**src/rtl/r4mdc_pkg.sv**
```systemverilog
// Shared types and constants for the 16-point radix-4 MDC FFT control path.
package r4mdc_pkg;

  // Sequencer states
  typedef enum logic [1:0] {
    ST_IDLE = 2'd0,
    ST_LOAD = 2'd1,
    ST_PROC = 2'd2,
    ST_DONE = 2'd3
  } state_t;

  // Frame geometry: 16 samples, four radix-4 operations per stage
  localparam int N_PTS         = 16;
  localparam int OPS_PER_STAGE = 4;

  // Width of a per-stage op counter (holds 0..OPS_PER_STAGE)
  localparam int CNT_W = 3;

endpackage

```
**src/rtl/r4mdc_op_counter.sv**
```systemverilog
// Per-stage radix-4 op counter. A request is accepted only while the count is
// below the supplied limit; a request at or above the limit is flagged as an
// overflow and leaves the count untouched, so the count saturates at the limit.
module r4mdc_op_counter
  import r4mdc_pkg::*;
(
  input  logic             clk,
  input  logic             rst,
  input  logic             i_clr,
  input  logic             i_req,
  input  logic [CNT_W-1:0] i_limit,
  output logic [CNT_W-1:0] o_count,
  output logic             o_accept,
  output logic             o_overflow
);

  logic [CNT_W-1:0] r_count;

  assign o_accept   = i_req && (r_count < i_limit);
  assign o_overflow = i_req && !o_accept;
  assign o_count    = r_count;

  // Count accepted ops; clear wins over an increment in the same cycle
  always_ff @(posedge clk or posedge rst) begin
    if (rst) begin
      r_count <= '0;
    end else if (i_clr) begin
      r_count <= '0;
    end else if (o_accept) begin
      r_count <= r_count + CNT_W'(1);
    end
  end

endmodule

```
**src/rtl/r4mdc_sequencer.sv**
```systemverilog
// Control FSM for the 16-point radix-4 MDC FFT: gates the 16-sample load,
// steers both commutators and the twiddle index, tracks butterfly progress,
// and reports completion or protocol errors. All outputs are registered.
module r4mdc_sequencer
  import r4mdc_pkg::*;
#(
  parameter int LOG2N   = 4,
  parameter int TIMEOUT = 64,
  parameter int TO_W    = 7
) (
  input  logic       clk,
  input  logic       rst,
  input  logic       start,
  input  logic       but1_valid,
  input  logic       but2_valid,
  output logic       sample_en,
  output logic       comm1_en,
  output logic [1:0] comm1_sel,
  output logic       comm2_en,
  output logic [1:0] comm2_sel,
  output logic [1:0] tw_idx,
  output logic       busy,
  output logic       done,
  output logic       err
);

  localparam logic [LOG2N-1:0] LC_LAST = LOG2N'(N_PTS - 1);
  localparam logic [CNT_W-1:0] OPS_MAX = CNT_W'(OPS_PER_STAGE);
  localparam logic [TO_W-1:0]  TO_LIM  = TO_W'(TIMEOUT);

  state_t           r_state, w_state_next;
  logic [LOG2N-1:0] r_lc, w_lc_next;
  logic [TO_W-1:0]  r_wd, w_wd_next;

  logic             w_in_proc, w_cnt_clr, w_any_valid, w_timeout;
  logic [TO_W-1:0]  w_wd_inc;
  logic [CNT_W-1:0] w_c1_count, w_c2_count, w_c1_after, w_c2_after;
  logic             w_c1_acc, w_c1_ovf, w_c2_acc, w_c2_ovf;

  logic             w_sample_en_next, w_comm1_en_next, w_comm2_en_next;
  logic [1:0]       w_comm1_sel_next, w_comm2_sel_next, w_tw_idx_next;
  logic             w_busy_next, w_done_next, w_err_next;

  assign w_in_proc   = (r_state == ST_PROC);
  assign w_cnt_clr   = (r_state == ST_LOAD) && (r_lc == LC_LAST);
  assign w_any_valid = but1_valid || but2_valid;
  assign w_wd_inc    = r_wd + TO_W'(1);
  assign w_timeout   = w_in_proc && !w_any_valid && (w_wd_inc == TO_LIM);

  // Stage 1 may run up to four ops; stage 2 may never overtake stage 1
  r4mdc_op_counter u_cnt1 (
    .clk        (clk),
    .rst        (rst),
    .i_clr      (w_cnt_clr),
    .i_req      (w_in_proc && but1_valid),
    .i_limit    (OPS_MAX),
    .o_count    (w_c1_count),
    .o_accept   (w_c1_acc),
    .o_overflow (w_c1_ovf)
  );

  r4mdc_op_counter u_cnt2 (
    .clk        (clk),
    .rst        (rst),
    .i_clr      (w_cnt_clr),
    .i_req      (w_in_proc && but2_valid),
    .i_limit    (w_c1_count),
    .o_count    (w_c2_count),
    .o_accept   (w_c2_acc),
    .o_overflow (w_c2_ovf)
  );

  assign w_c1_after = w_c1_count + CNT_W'(w_c1_acc);
  assign w_c2_after = w_c2_count + CNT_W'(w_c2_acc);

  // State, load counter and watchdog registers
  always_ff @(posedge clk or posedge rst) begin
    if (rst) begin
      r_state <= ST_IDLE;
      r_lc    <= '0;
      r_wd    <= '0;
    end else begin
      r_state <= w_state_next;
      r_lc    <= w_lc_next;
      r_wd    <= w_wd_next;
    end
  end

  // Next-state logic and next values of the registered outputs
  always_comb begin
    w_state_next     = r_state;
    w_lc_next        = r_lc;
    w_wd_next        = r_wd;
    w_sample_en_next = 1'b0;
    w_comm1_en_next  = 1'b0;
    w_comm1_sel_next = 2'd0;
    w_comm2_en_next  = 1'b0;
    w_comm2_sel_next = 2'd0;
    w_tw_idx_next    = 2'd0;
    w_busy_next      = 1'b0;
    w_done_next      = 1'b0;
    w_err_next       = 1'b0;

    case (r_state)
      ST_IDLE: begin
        w_err_next = w_any_valid;
        if (start) begin
          w_state_next = ST_LOAD;
          w_lc_next    = '0;
        end
      end
      ST_LOAD: begin
        w_lc_next = r_lc + LOG2N'(1);
        if (r_lc == LC_LAST) begin
          w_state_next = ST_PROC;
          w_wd_next    = '0;
        end
      end
      ST_PROC: begin
        w_wd_next  = w_any_valid ? '0 : w_wd_inc;
        w_err_next = w_c1_ovf || w_c2_ovf || w_timeout;
        // Stage-2 commutator and twiddle follow the op just finished by stage 1
        if (w_c1_acc) begin
          w_comm2_en_next  = 1'b1;
          w_comm2_sel_next = w_c1_count[1:0];
          w_tw_idx_next    = w_c1_count[1:0];
        end
        if (w_timeout) begin
          w_state_next = ST_IDLE;
        end else if ((w_c1_after == OPS_MAX) && (w_c2_after == OPS_MAX)) begin
          w_state_next = ST_DONE;
        end
      end
      ST_DONE: begin
        w_state_next = ST_IDLE;
      end
      default: begin
        w_state_next = ST_IDLE;
      end
    endcase

    // Load-phase and status outputs line up with the state they describe
    if (w_state_next == ST_LOAD) begin
      w_sample_en_next = 1'b1;
      w_comm1_en_next  = 1'b1;
      w_comm1_sel_next = w_lc_next[LOG2N-1 -: 2];
    end
    w_busy_next = (w_state_next != ST_IDLE);
    w_done_next = (w_state_next == ST_DONE);
  end

  // Output registers
  always_ff @(posedge clk or posedge rst) begin
    if (rst) begin
      sample_en <= 1'b0;
      comm1_en  <= 1'b0;
      comm1_sel <= 2'd0;
      comm2_en  <= 1'b0;
      comm2_sel <= 2'd0;
      tw_idx    <= 2'd0;
      busy      <= 1'b0;
      done      <= 1'b0;
      err       <= 1'b0;
    end else begin
      sample_en <= w_sample_en_next;
      comm1_en  <= w_comm1_en_next;
      comm1_sel <= w_comm1_sel_next;
      comm2_en  <= w_comm2_en_next;
      comm2_sel <= w_comm2_sel_next;
      tw_idx    <= w_tw_idx_next;
      busy      <= w_busy_next;
      done      <= w_done_next;
      err       <= w_err_next;
    end
  end

endmodule
```
**config.mk**
```make
export PLATFORM = sky130hd
export DESIGN_NAME = r4mdc_sequencer
export DESIGN_NICKNAME = d
export VERILOG_FILES = /design/src/rtl/r4mdc_pkg.sv /design/src/rtl/r4mdc_op_counter.sv /design/src/rtl/r4mdc_sequencer.sv
export SDC_FILE = /design/constraint.sdc
export NUM_CORES = 1
export LEC_CHECK = 0
export ABC_AREA = 1
export BUFFER_PORTS_ARGS = -buffer_cell sky130_fd_sc_hd__buf_2
export CAP_MARGIN = 20
export CORE_AREA = 4 4 63 65
export DETAILED_ROUTE_END_ITERATION = 10
export DIE_AREA = 0 0 67 69
export PLACE_DENSITY = 0.65
export SETUP_SLACK_MARGIN = 0.1
export SKIP_CTS_REPAIR_TIMING = 1
export SLEW_MARGIN = 5
export SYNTH_ARGS = -nofsm -noshare
export SYNTH_HDL_FRONTEND = slang
export SYNTH_SLANG_ARGS = --single-unit
```
**constraint.sdc**
```tcl
create_clock -name clk -period 3.5 [get_ports clk]
set_input_delay 1.05 -clock clk [delete_from_list [all_inputs] [get_ports clk]]
set_output_delay 1.05 -clock clk [all_outputs]
set_load 0.05 [all_outputs]
```
==> flow_summary_export.csv, run 1 <==
group,metric,value,unit
sta,hold_viol,0,
pwr,power.internal,0.651,mW
pwr,p_sw_frac,0.426,
setup_path,worstPathRequired,3.77,ns
min_path,hold_depth,1,
setup_path,critPathKind,"register to register",
synth,synth_area_leaders,"dfrtp_1, ha_1, inv_1",
pwr,combPwrFrac,0.416,
pwr,power,1.13,mW
synth,yosysTopAreaCellShare,0.466,
detailed_routing,drt-initial-drc-count,40,
place,dpl.hpwl,1.96,mm
pwr,p_switching,0.483,mW
floorplan,dieArea,4620,um2
clock_network,clk_pin_slew,0.15,ns
detailed_routing,ant_nets,0,
clock_network,cts_buffer_depth,2,
synth,ys_types,29,
floorplan,core.rowCount,21,
min_path,min_delay_worst_endpoint,"r_lc[0]",
detailed_routing,wl_per_cell,11.0,um
synth,syn-num-nets,181,
sta,fin_tns_setup,0,ns
synth,async_flop_share,1.00,
synth,yosysSeqAreaShare,0.466,
sta,timing.fmax,401,MHz
setup_path,cpMaxStageDelayCell,"dfrtp_1",
detailed_routing,dr.pass1.iters,4,
setup_path,worst_r2r_path_depth,14,
setup_path,cp.buffers_inverters,2,
clock_network,htreeDepth,1,
global_routing,grt_pass1_vias,1059,
detailed_routing,vias,1079,
synth,synth_common_cells,"dfrtp_1, inv_1, nand2_1",
synth,synth-edff-count,0,
global_routing,overflow,0,
sta,setup_viol,0,
final_layout,finish.utilization,0.498,
status,outcome,"finished clean",
setup_path,worst_setup_path_start_kind,"register",
detailed_routing,vias_per_cell,4.71,
setup_path,critical-path-top-delay-family,"simple AND/OR/NAND/NOR gates",
synth,ys_warn_count,0,
sta,maxSlewHeadroom,0.767,
sta,rsz0062_at_grt,"false",
setup_path,crit_fanout,4,
pwr,peakVddDrop,0.000266,V
setup_path,r2r-end,"comm1_sel[1]",
sta,tightestPinTransition,0.350,ns
floorplan,coreArea,3340,um2
final_layout,drive_above_1_share,0.202,
setup_path,path_cells,"inv_1 -> ha_1 -> a21oi_1 -> nand4_1 -> inv_1 -> ha_1 -> ha_1 -> nor2_1 -> nand2_1 -> nor3_1 -> nand3_1 -> nand2_1 -> nand3_2 -> nor2_2",
place,gp_congestion,0.860,
sta,final_max_slew_viol_count,0,
setup_path,r2r_slack,1.00,ns
global_routing,grt_pass1_wl,4.51,mm
synth,synth_top_area_cell,"dfrtp_1",
floorplan,initial_core_util,0.450,
clock_network,insertion_delay,0.33,ns
clock_network,clk_root_buffer_cell,"clkbuf_4",
final_layout,area_growth,10.6,%
setup_path,max_stage_delay,0.43,ns
sta,post-route-min-period,2.50,ns
detailed_routing,routed_wirelength,2.53,mm
pwr,power.density,683,nW/um2
synth,synth-seq-cells,28,
setup_path,path_common_cell,"ha_1",
final_layout,stdcell_count,229,
pwr,seqPwrFrac,0.445,
clock_network,cts_sinks,28,
run,maxCapViolations,0,
setup_path,cp.arrival,2.77,ns
synth,ys_dominant_reg_cell,"dfrtp_1",
synth,netlist_instances,165,
final_layout,diodes,0,
floorplan,die_y,69,um
pwr,clock_power_share,0.139,
place,placed_area,1630,um2
clock_network,cts_tree,"built",
sta,fin_skew,0.00429,ns
synth,synth.most_common_cell,"dfrtp_1",
sta,fin_crit_sh,0.713,
setup_path,endpoint_kind,"register",
global_routing,grt_usage,0.124,
global_routing,antenna_found_initial,0,
min_path,hold_path.class,"register to register",
clock_network,numCtsBuffers,3,
synth,synth_area,1500,um2
min_path,min-delay-start,"r_lc[0]",
global_routing,grt_max_degree,29,
final_layout,finish.instance_area,1660,um2
place,dpl.cell_count,225,
place,port_buffers,16,
floorplan,io_pins,17,
setup_path,r2r_start,"u_cnt1.o_count[2]",
synth,syn_area_per_cell,9.11,um2
final_layout,nets,200,
pwr,p_leak,0.897,nW
detailed_routing,drc,0,
floorplan,die_x,67,um
## routing by layer
layer  wire (um)  GRT usage  vias to the layer above  share of wire
met4          63     0.0631                        0          0.025
met1        1210      0.166                      486           0.48
li1            -          -                      571              -
met5           0          0                        -              0
met2        1150      0.191                       16           0.46
met3         100     0.0195                        6          0.040
## worst max path at each step
stage / start / end / depth (start not counted)
global placement: but1_valid / comm1_sel[1] / 12
finish: u_cnt1.o_count[2] / comm1_sel[1] / 14
detailed placement: but1_valid / comm1_sel[1] / 12
floorplan: but1_valid / comm1_sel[1] / 11
global route: u_cnt1.o_count[2] / comm1_sel[1] / 14
CTS: u_cnt1.o_count[2] / comm1_sel[1] / 14
## worst reg2reg max path, stage by stage (launching register included)
cell and delay [ns]:
dfrtp_1 0.43, inv_1 0.09, ha_1 0.31, a21oi_1 0.18, nand4_1 0.18, inv_1 0.14, ha_1 0.16, ha_1 0.22
nor2_1 0.11, nand2_1 0.06, nor3_1 0.17, nand3_1 0.13, nand2_1 0.11, nand3_2 0.08, nor2_2 0.08
## stage by stage
stage	hold slack, ns	worst slack (ns)
2_1_floorplan	0.471	1.09
3_3_place_gp	0.489	0.808
3_5_place_dp	0.521	0.761
4_1_cts	0.539	0.996
5_1_grt	0.553	0.720
6_report	0.530	1.00
## kinds of logic after synthesis
kind of cell,after synthesis,synth area share
fa+ha+maj,11,0.0916
flops,28,0.466
simple gates,70,0.237
compound gates,22,0.0991
xor+xnor,4,0.0233
buf+inv,30,0.0824
## flip-flops by register name, indices dropped and copies added, names as in the netlist
| name | flops |
|---|---|
| tw_idx | 2 |
| comm1_en | 1 |
| err | 1 |
| comm1_sel | 2 |
| r_lc | 4 |
| done | 1 |
| comm2_en | 1 |
| u_cnt1.o_count | 3 |
| u_cnt2.o_count | 3 |
| r_state | 2 |
| r_wd | 7 |
| busy | 1 |
## final cells by class
class	count	area, um2
fill	317	1680
sequential	28	701
multi-input combinational	107	678
inverter	27	101
timing repair buffer	17	87.6
tap	46	57.6
clock buffer	4	36.3
## power groups by stage
stage | sequential (mW) | combinational, mW | clock [mW]
detailed placement | 0.512 | 0.478 | 0
floorplan | 0.572 | 0.314 | 0
global route | 0.523 | 0.547 | 0.176
global placement | 0.508 | 0.459 | 0
finish | 0.505 | 0.471 | 0.158
CTS | 0.506 | 0.479 | 0.164
## layout by cell type, fill, tap and decap left out, drive strengths merged
cell	netlist	final
a211oi	1	1
inv	27	27
nand3	13	13
a32o	2	2
xor2	2	2
dfrtp	28	28
xnor2	2	2
buf	3	17
nor2	23	23
a21oi	8	8
nand4	2	2
or2	1	1
a31o	2	2
nor3	5	5
nand2	25	25
a31oi	1	1
ha	11	11
and3	1	1
clkbuf	0	4
o21ai	6	6
o22ai	2	2
Power figures use the tool's default switching activity.
==> run 2: changes to the inputs <==
- PLACE_DENSITY: 0.65 -> 0.67
- clock period: 3.5 -> 2.1 ns (I/O delays scaled with it)
==> run 2 against run 1 <==
  * Sequential cell count unchanged
  * Total power increased by 98%
  * Die area unchanged
  * Clock-buffer cell count decreased by 1
  * The run now ends with setup timing left
  * Wire length increased by 15%
  * Worst hold slack got worse by 0.21 ns
==> flow_summary_export.csv, run 2 (synthesis gave the netlist of run 1 again) <==
group,metric,value,unit
floorplan,core.rowCount,21,
place,gp_congestion,0.873,
final_layout,layout_common_cells,"dfrtp_1, inv_1, nand2_1",
global_routing,grt_max_degree,29,
sta,setup_viol,3,
global_routing,grt_usage,0.145,
setup_path,critPathKind,"register to register",
clock_network,numCtsBuffers,3,
setup_path,crit_fanout,2,
setup_path,worstPathRequired,2.39,ns
global_routing,antenna_found_initial,0,
pwr,p_leak,0.990,nW
final_layout,largest_reg_flops,7,
place,dpl.hpwl,2.24,mm
clock_network,cts_sinks,28,
clock_network,clk_pin_slew,0.16,ns
sta,final_max_slew_viol_count,0,
setup_path,worst_setup_path_start_kind,"register",
floorplan,coreArea,3340,um2
floorplan,io_pins,17,
final_layout,final_common_cell,"dfrtp_1",
detailed_routing,routed_wirelength,2.91,mm
status,outcome,"finished, violations left",
final_layout,top_register,"r_wd",
setup_path,endpoint_kind,"register",
final_layout,fillers,319,
sta,fin_crit_sh,1.02,
detailed_routing,ant_nets,0,
status,violations,"setup timing",
detailed_routing,vias_per_cell,4.81,
global_routing,overflow,0,
floorplan,die_y,69,um
sta,post-route-min-period,2.15,ns
final_layout,drive_above_1_share,0.347,
floorplan,dieArea,4620,um2
setup_path,cp.arrival,2.43,ns
pwr,power.density,1190,nW/um2
run,maxCapViolations,0,
sta,timing.fmax,466,MHz
pwr,power,2.24,mW
sta,tightestPinTransition,0.356,ns
final_layout,top_regs,"r_wd x7, r_lc x4",
sta,rsz0062_at_grt,"true",
final_layout,diodes,0,
final_layout,nets,219,
clock_network,insertion_delay,0.34,ns
clock_network,cts_tree,"built",
final_layout,finish.utilization,0.565,
min_path,hold_path.class,"input port to asynchronous set/reset pin",
floorplan,initial_core_util,0.450,
detailed_routing,dr.pass1.iters,4,
global_routing,grt_pass1_wl,5.36,mm
detailed_routing,wl_per_cell,11.7,um
clock_network,cts_buffer_depth,2,
pwr,peakVddDrop,0.000579,V
clock_network,clk_root_buffer_cell,"clkbuf_4",
sta,fin_skew,0.00544,ns
detailed_routing,vias,1192,
detailed_routing,drt-initial-drc-count,46,
sta,fin_ws,-0.0454,ns
final_layout,area_growth,25.4,%
place,port_buffers,16,
sta,fin_tns_setup,-0.0719,ns
detailed_routing,drc,0,
floorplan,die_x,67,um
sta,maxSlewHeadroom,0.763,
sta,hold_viol,0,
global_routing,grt_pass1_vias,1262,
clock_network,htreeDepth,1,
==> run 2: cell types whose count changed in the layout (fill, tap and decap cells not counted), moves of 3 or more <==
cell   before  now
inv_2       2    6
ha_1       11    8
inv_1      25   21
buf_4       1   20
ha_4        0    3
==> run 2: through the flow <==
stage / instance area [um2] / std cells / hold slack, ns / setup slack [ns]
CTS: 1830 / 244 / 0.328 / -0.154
global route: 1880 / 248 / 0.367 / -0.186
detailed placement: 1780 / 240 / 0.526 / -0.132
global placement: 1780 / 240 / 0.491 / -0.0496
floorplan: 1540 / 165 / 0.471 / 0.00644
finish: 1880 / 248 / 0.319 / -0.0454
==> run 2: worst paths after layout <==
kind | startpoint | endpoint | slack (ns) | cells after the start
worst max register to register | u_cnt2.o_count[2] | comm1_sel[1] | -0.05 | 13
min in group clk | r_lc[1] | r_lc[1] | 0.55 | 2
worst min-delay path | rst | comm1_sel[0] | 0.32 | 3
max in group asynchronous | rst | tw_idx[1] | 1.51 | 3
worst max-delay path | u_cnt2.o_count[2] | comm1_sel[1] | -0.05 | 13
worst min register to register | r_lc[1] | r_lc[1] | 0.55 | 2
==> run 2: metal layers <==
layer,up-vias,global-route usage,routed length (um)
met5,-,0,0
met4,0,0.0405,31
met3,4,0.0195,81
met2,16,0.263,1520
met1,558,0.173,1280
li1,614,-,-
==> run 2: where the power goes <==
part,internal [mW],switching (mW),leakage (nW)
logic,0.438,0.613,0.608
clock network,0.193,0.167,0.0279
registers,0.702,0.128,0.355
==> run 2: layout make-up <==
cell class	count	area, um2	share of cell area
multi-input cells	107	742	0.394
flip-flops and latches	28	701	0.372
repair buffers	36	230	0.122
inverters	27	101	0.0538
well taps	46	57.6	0.0305
clock inverters	1	30.0	0.0159
clock buffers	3	22.5	0.0120
==> run 2: worst max-delay path, cell delays in order (launching register included) <==
cell     delay [ns]
dfrtp_1        0.44
ha_4           0.26
a21oi_2        0.15
nand4_1        0.14
inv_2          0.12
ha_4           0.14
ha_4           0.19
nor2_2         0.08
nand2_1        0.08
nor3_2         0.11
nand3_1        0.14
nand2_2        0.10
nand3_2        0.08
nor2_2         0.08
